--- config.mk ---
export PLATFORM = sky130hd
export DESIGN_NAME = change_dispenser
export DESIGN_NICKNAME = d
export VERILOG_FILES = /design/src/rtl/change_dispenser.sv
export SDC_FILE = /design/constraint.sdc
export NUM_CORES = 1
export LEC_CHECK = 0
export ABC_AREA = 1
export BUFFER_PORTS_ARGS = -buffer_cell sky130_fd_sc_hd__buf_2
export CORE_ASPECT_RATIO = 0.9
export CORE_MARGIN = 8
export CORE_UTILIZATION = 35
export CTS_CLUSTER_DIAMETER = 50
export DETAILED_ROUTE_END_ITERATION = 8
export GPL_TIMING_DRIVEN = 0
export SLEW_MARGIN = 20
export SYNTH_ARGS = -nofsm -noshare
export SYNTH_HDL_FRONTEND = slang
export SYNTH_SLANG_ARGS = --single-unit
--- constraint.sdc ---
create_clock -name clk -period 2.86 [get_ports clk]
set_input_delay 0.286 -clock clk [delete_from_list [all_inputs] [get_ports clk]]
set_output_delay 0.286 -clock clk [all_outputs]
set_load 0.01 [all_outputs]
--- src/rtl/change_dispenser.sv ---
// Change/item dispenser downstream of the vending control FSM: releases the item,
// pays greedy change or a refund one coin per handshake, and tracks per-item stock.
module change_dispenser #(
   parameter int COIN0      = 20,
   parameter int COIN1      = 10,
   parameter int COIN2      = 5,
   parameter int COIN3      = 1,
   parameter int STOCK_W    = 4,
   parameter int STOCK_INIT = 3
) (
   input  logic       clk,
   input  logic       reset_n,
   input  logic       done,
   input  logic       end_trans,
   input  logic [7:0] sum_money,
   input  logic [7:0] price,
   input  logic [1:0] item_select,
   input  logic       item_ack,
   input  logic       coin_ack,
   input  logic       restock,
   input  logic [1:0] restock_item,
   output logic       item_valid,
   output logic [1:0] item_id,
   output logic       coin_valid,
   output logic [1:0] coin_type,
   output logic       busy,
   output logic       disp_done,
   output logic       err,
   output logic [3:0] out_stock
);

   localparam logic [7:0] C0 = 8'(COIN0);
   localparam logic [7:0] C1 = 8'(COIN1);
   localparam logic [7:0] C2 = 8'(COIN2);
   localparam logic [7:0] C3 = 8'(COIN3);

   typedef enum logic [1:0] {IDLE, ITEM, CHANGE, FIN} state_t;

   state_t             state_q;
   logic [7:0]         remaining_q;
   logic [1:0]         item_id_q;
   logic               err_q;
   logic [STOCK_W-1:0] stock_q [4];

   logic [1:0]         coin_sel_d;
   logic [7:0]         coin_amt_d;

   // Greedy pick: largest denomination not exceeding what is still owed.
   always_comb begin
      coin_sel_d = 2'd3;
      coin_amt_d = C3;
      if (remaining_q >= C0) begin
         coin_sel_d = 2'd0;
         coin_amt_d = C0;
      end else if (remaining_q >= C1) begin
         coin_sel_d = 2'd1;
         coin_amt_d = C1;
      end else if (remaining_q >= C2) begin
         coin_sel_d = 2'd2;
         coin_amt_d = C2;
      end
   end

   always_ff @(posedge clk) begin
      if (!reset_n) begin
         state_q     <= IDLE;
         remaining_q <= '0;
         item_id_q   <= '0;
         err_q       <= 1'b0;
         for (int unsigned i = 0; i < 4; i++) stock_q[i] <= STOCK_W'(STOCK_INIT);
      end else begin
         err_q <= 1'b0;
         case (state_q)
            IDLE: begin
               if (done) begin
                  if (sum_money >= price && stock_q[item_select] != '0) begin
                     item_id_q   <= item_select;
                     remaining_q <= sum_money - price;
                     state_q     <= ITEM;
                  end else begin
                     err_q       <= 1'b1;
                     remaining_q <= sum_money;
                     state_q     <= (sum_money != '0) ? CHANGE : FIN;
                  end
               end else if (end_trans) begin
                  remaining_q <= sum_money;
                  state_q     <= (sum_money != '0) ? CHANGE : FIN;
               end
            end
            ITEM: begin
               if (item_ack) begin
                  if (stock_q[item_id_q] != '0)
                     stock_q[item_id_q] <= stock_q[item_id_q] - STOCK_W'(1);
                  state_q <= (remaining_q != '0) ? CHANGE : FIN;
               end
            end
            CHANGE: begin
               if (coin_ack) begin
                  remaining_q <= remaining_q - coin_amt_d;
                  if (remaining_q == coin_amt_d) state_q <= FIN;
               end
            end
            FIN:     state_q <= IDLE;
            default: state_q <= IDLE;
         endcase
         // Placed after the case so a refill overrides a same-cycle decrement.
         if (restock) stock_q[restock_item] <= '1;
      end
   end

   assign item_valid = (state_q == ITEM);
   assign item_id    = item_id_q;
   assign coin_valid = (state_q == CHANGE);
   assign coin_type  = coin_valid ? coin_sel_d : 2'd0;
   assign busy       = (state_q != IDLE);
   assign disp_done  = (state_q == FIN);
   assign err        = err_q;

   always_comb begin
      out_stock = '0;
      for (int unsigned i = 0; i < 4; i++) out_stock[i] = (stock_q[i] == '0);
   end

endmodule

==> summary by stage <==
Timing
The final hold violation count came to 0. The final total negative setup slack is 0 ns. The slack of the critical path is between 0.2 and 0.3 ns. For the pin with the worst max-slew slack, the measured transition is 0.489 ns.

Setup repair after global routing left no endpoint under its margin. The number of slew-limit violations in the final report is 0. Timing would allow up to ~380 MHz.

The headroom to the max-slew limit is 0.674. In the finished design, the share of the clock period the worst path needs comes to 0.908. The clock period minus final worst setup slack is roughly 2.6 ns. The setup clock skew after layout is 0.00882 ns. Setup violations remaining at the end of the flow were counted as 0.

Synthesis
The number of distinct library cell variants in the gate-level netlist after synthesis is 36. The share of the Yosys chip area taken by registers is 0.243. After technology mapping, the gate count stands at 402. The synthesized design contains 31 register bits. Among all flip-flop cells after synthesis, the most frequent one is sky130_fd_sc_hd__dfxtp_1. Synthesis produced a netlist with a net count of between 400 and 500. The number of flops mapped to enable cells by yosys is 0. The async set-reset flop share out of synthesis is 0. In this run the cell area of the synthesized design comes to 2550 µm².

The number of warnings printed during yosys synthesis is 0. A synthesized cell averages 6.34 µm².

GRT
The initial antenna violation count is 0. The total overflow left after global routing is 0. Entering global routing, the biggest net connects 11 pins. The first global-routing pass estimated 11800 µm of wire. The via count of the first global-routing pass was 2515. In the global route stage, overall resource usage came out at 0.140.

Power
The completed layout was analyzed and its total power is approximately 2.6 mW. The analysis attributes to cell leakage a power of between 1.5 and 2 nW. The net load switching power is 1.25 mW. The power density relative to cell area is 883 nW/µm².

Cell internal power was estimated by the tool at 1.38 mW. The peak ir drop on the vdd network is roughly 0.33 mV. Of the total power, the share spent switching nets is 0.476. The share of power burned in registers is 0.237. Of the total power, combinational logic draws 0.588. The clock network power share is 0.175.

Detailed routing
The routed wirelength normalized by instance count is roughly 13 µm. For this block, the initial DRC count from the detailed router was 131. After detailed routing, the number of vias per cell comes to approximately 5. The post-detailed-route count of antenna-violating nets is 0. The total vias in the final route is between 2000 and 3000. The wire length after detailed routing is around 7000 µm. The first detailed-routing pass took 4 iterations. For this run, design rule violations remaining after detail routing come to 0.

Clocking
After clock tree synthesis, the repair step resized 0 gates. TritonCTS built the clock tree. Clock tree synthesis selected as its root buffer the cell sky130_fd_sc_hd__clkbuf_8. The number of sinks driven by the clock tree is 31. The H-tree depth is 2. The clock transition at the register clock pins on the worst setup and hold paths after CTS is 0.07 ns.

The count of buffers added by post-CTS timing repair for setup is 0. In this run, post-CTS hold repair placed 0 buffers. Clock tree synthesis inserted a total of 5 buffers. The worst-skew pair later-pin latency is 0.29 ns. The maximum root-to-sink buffer count is 2.

Place
The routability congestion estimate from global placement is 0.949. The placement-stage worst setup slack is 0.164 ns. Once placement finished, the instance area stood at 2860 µm².

The number of placed instances, taps included, is ~530. The HPWL after detailed placement is roughly 5800 µm. The count of input and output buffers is 39.

Worst setup path
The register-to-register setup slack is between 0.2 and 0.3 ns. The largest single stage delay on the critical path is 0.33 ns. The startpoint of the most critical register-to-register path is remaining_q[5]$_SDFFE_PN0P_. The kind of end point of the critical path is a flip-flop. The required time of the worst setup path is 3.02 ns. The critical path startpoint category is a flip-flop. By instance count, the cell type seen most on the critical path is sky130_fd_sc_hd__inv_1. The end of the worst register-to-register path is remaining_q[5]$_SDFFE_PN0P_. Along the worst path, the maximum fanout reaches 5. Walking the worst path, the cells encountered are inv_1 > nand2_1 > nor2_2 > inv_1 > nor2_1 > inv_1 > nor2_1 > inv_1 > nand2_2 > nand2_1 > ha_1 > nand2_1 > inv_1 > nand3_1 > nand3_1 > xor2_1 > o21ai_0 > inv_1 > nand2_1 > a21oi_1. The number of cells on the worst reg-to-reg path is 20.

The data arrival time of the worst path is 2.76 ns. The slowest stage of the critical path belongs to the cell sky130_fd_sc_hd__ha_1. By startpoint and endpoint, the worst setup path is classified as flip-flop to flip-flop.

Min path
The capture endpoint of the worst hold path is err$_SDFF_PN0_. The worst hold path begins at done. The path type of the worst min-delay path is input pin to flip-flop. The worst hold path passes through 3 cells.

Cells and area
The fill cell instance count of the final layout is approximately 780. The library cell used most frequently in the layout, excluding fill and tap cells, is sky130_fd_sc_hd__nand2_1. In the layout the commonest cells are sky130_fd_sc_hd__nand2_1 (108), sky130_fd_sc_hd__inv_1 (62), sky130_fd_sc_hd__nand3_1 (49), sky130_fd_sc_hd__buf_2 (40), sky130_fd_sc_hd__dfxtp_1 (31). Of the cells placed in the final design, the portion with a size suffix greater than 1 is 0.160.

The final net count is 495. The repair_antennas step left the layout with diodes totalling 0. Compared with the post-synthesis result, the final layout area differs by 17.1%.

For this run, the number of standard cells in the final layout without fillers is 542. The finished cells cover 2990 µm².

Die
The die area is 10300 µm². Pin placement for this block handled 40 I/O pins. In this run the vertical extent of the chip is just under 100 µm. The initial utilization of the core area, before any placement, comes to 0.362. The area of the core is between 7000 and 8000 µm². The chip width is ~110 µm. The number of placement rows is 29.

Outcome
The flow ran to the end, and the final reports show no timing, DRC or antenna violations.

Flow run
Max-cap violations in this run came to 0.
==> power by group through the flow <==
stage / Combinational (mW) / Clock (mW) / Sequential, mW
after detailed placement: 1.52 / 0 / 0.629
after CTS: 1.53 / 0.467 / 0.620
after global routing: 1.77 / 0.486 / 0.637
after floorplan: 1.19 / 0 / 0.603
final: 1.55 / 0.461 / 0.623
after global placement: 1.50 / 0 / 0.626
==> cell usage after synthesis, types with 2 or more instances <==
cell / instances / area [µm²]
sky130_fd_sc_hd__clkbuf_1: 2 / 7.51
sky130_fd_sc_hd__nand2_2: 3 / 18.8
sky130_fd_sc_hd__xnor2_1: 5 / 43.8
sky130_fd_sc_hd__nand2_1: 109 / 409
sky130_fd_sc_hd__a31oi_1: 2 / 12.5
sky130_fd_sc_hd__o21ai_0: 16 / 80.1
sky130_fd_sc_hd__fa_1: 2 / 40.0
sky130_fd_sc_hd__o211ai_1: 4 / 30.0
sky130_fd_sc_hd__xor2_1: 3 / 26.3
sky130_fd_sc_hd__ha_1: 18 / 225
sky130_fd_sc_hd__inv_1: 62 / 233
sky130_fd_sc_hd__dfxtp_1: 31 / 621
sky130_fd_sc_hd__nand3_2: 3 / 30.0
sky130_fd_sc_hd__nor2_2: 3 / 18.8
sky130_fd_sc_hd__nor4_1: 7 / 43.8
sky130_fd_sc_hd__nand3_1: 49 / 245
sky130_fd_sc_hd__nor2_1: 31 / 116
sky130_fd_sc_hd__nand4_1: 5 / 31.3
sky130_fd_sc_hd__a21oi_1: 28 / 140
sky130_fd_sc_hd__nand3_4: 2 / 35.0
sky130_fd_sc_hd__nor3_1: 2 / 10.0
==> per-stage QoR <==
step / hold slack [ns] / utilization
floorplan: 0.431 / -
global route: 0.315 / 0.424
detailed placement: 0.459 / 0.406
global placement: 0.456 / 0.406
CTS: 0.295 / 0.423
finish: 0.297 / 0.424
==> flip-flops by register name, summed over array words and instances (netlist names), named ones only <==
signal       cells
remaining_q      8
err              1
item_id          2
state_q          2
stock_q         16
==> cells by family (layout without fill, tap and decap cells) <==
family                     count (synthesis)  in the layout  share of synthesized area
adders and majority gates                 20             20                      0.104
and+or+nand+nor                          221            221                      0.406
DFF                                       31             31                      0.243
AOI/OAI and AO/OA                         53             53                      0.112
buffers and inverters                     69            116                      0.108
xor gates and xnor gates                   8              8                     0.0275
==> worst max path at each step <==
| stage | to | cells after the start | startpoint | slack [ns] |
|---|---|---|---|---|
| 5_1_grt | remaining_q[5]$_SDFFE_PN0P_ | 20 | remaining_q[5]$_SDFFE_PN0P_ | 0.007 |
| 3_3_place_gp | remaining_q[5]$_SDFFE_PN0P_ | 20 | remaining_q[5]$_SDFFE_PN0P_ | 0.19 |
| 3_5_place_dp | remaining_q[5]$_SDFFE_PN0P_ | 20 | remaining_q[5]$_SDFFE_PN0P_ | 0.16 |
| 6_report | remaining_q[5]$_SDFFE_PN0P_ | 20 | remaining_q[5]$_SDFFE_PN0P_ | 0.26 |
| 2_1_floorplan | remaining_q[5]$_SDFFE_PN0P_ | 20 | remaining_q[5]$_SDFFE_PN0P_ | 0.50 |
| 4_1_cts | remaining_q[5]$_SDFFE_PN0P_ | 20 | remaining_q[5]$_SDFFE_PN0P_ | 0.16 |
==> worst max-delay path, delay by kind of cell, from the launching register on <==
family / cells / cell delay, ns
flip-flops: 1 / 0.31
buffers and inverters: 6 / 0.45
XOR/XNOR: 1 / 0.15
adder cells (fa/ha/maj): 1 / 0.33
AO/OA/AOI/OAI: 2 / 0.19
AND/OR/NAND/NOR: 10 / 1.02
==> final cells by class <==
| class | count | area [µm²] | area share |
|---|---|---|---|
| clock inverter | 2 | 35.0 | 0.0117 |
| tap | 93 | 116 | 0.0390 |
| sequential | 31 | 621 | 0.208 |
| clock buffer | 6 | 82.6 | 0.0277 |
| multi-input combinational | 302 | 1660 | 0.557 |
| buffer | 5 | 28.8 | 0.00964 |
| timing repair buffer | 39 | 195 | 0.0654 |
| inverter | 64 | 245 | 0.0821 |
==> metal layers <==
layer | global-route usage | wire [µm] | up-vias | part of all wire
li1 | - | - | 1398 | -
met1 | 0.192 | 3630 | 1183 | 0.52
met2 | 0.209 | 2870 | 50 | 0.41
met3 | 0.0332 | 413 | 6 | 0.059
met4 | 0.0454 | 93 | 0 | 0.013
met5 | 0 | 0 | - | 0
Power figures use the tool's default switching activity.
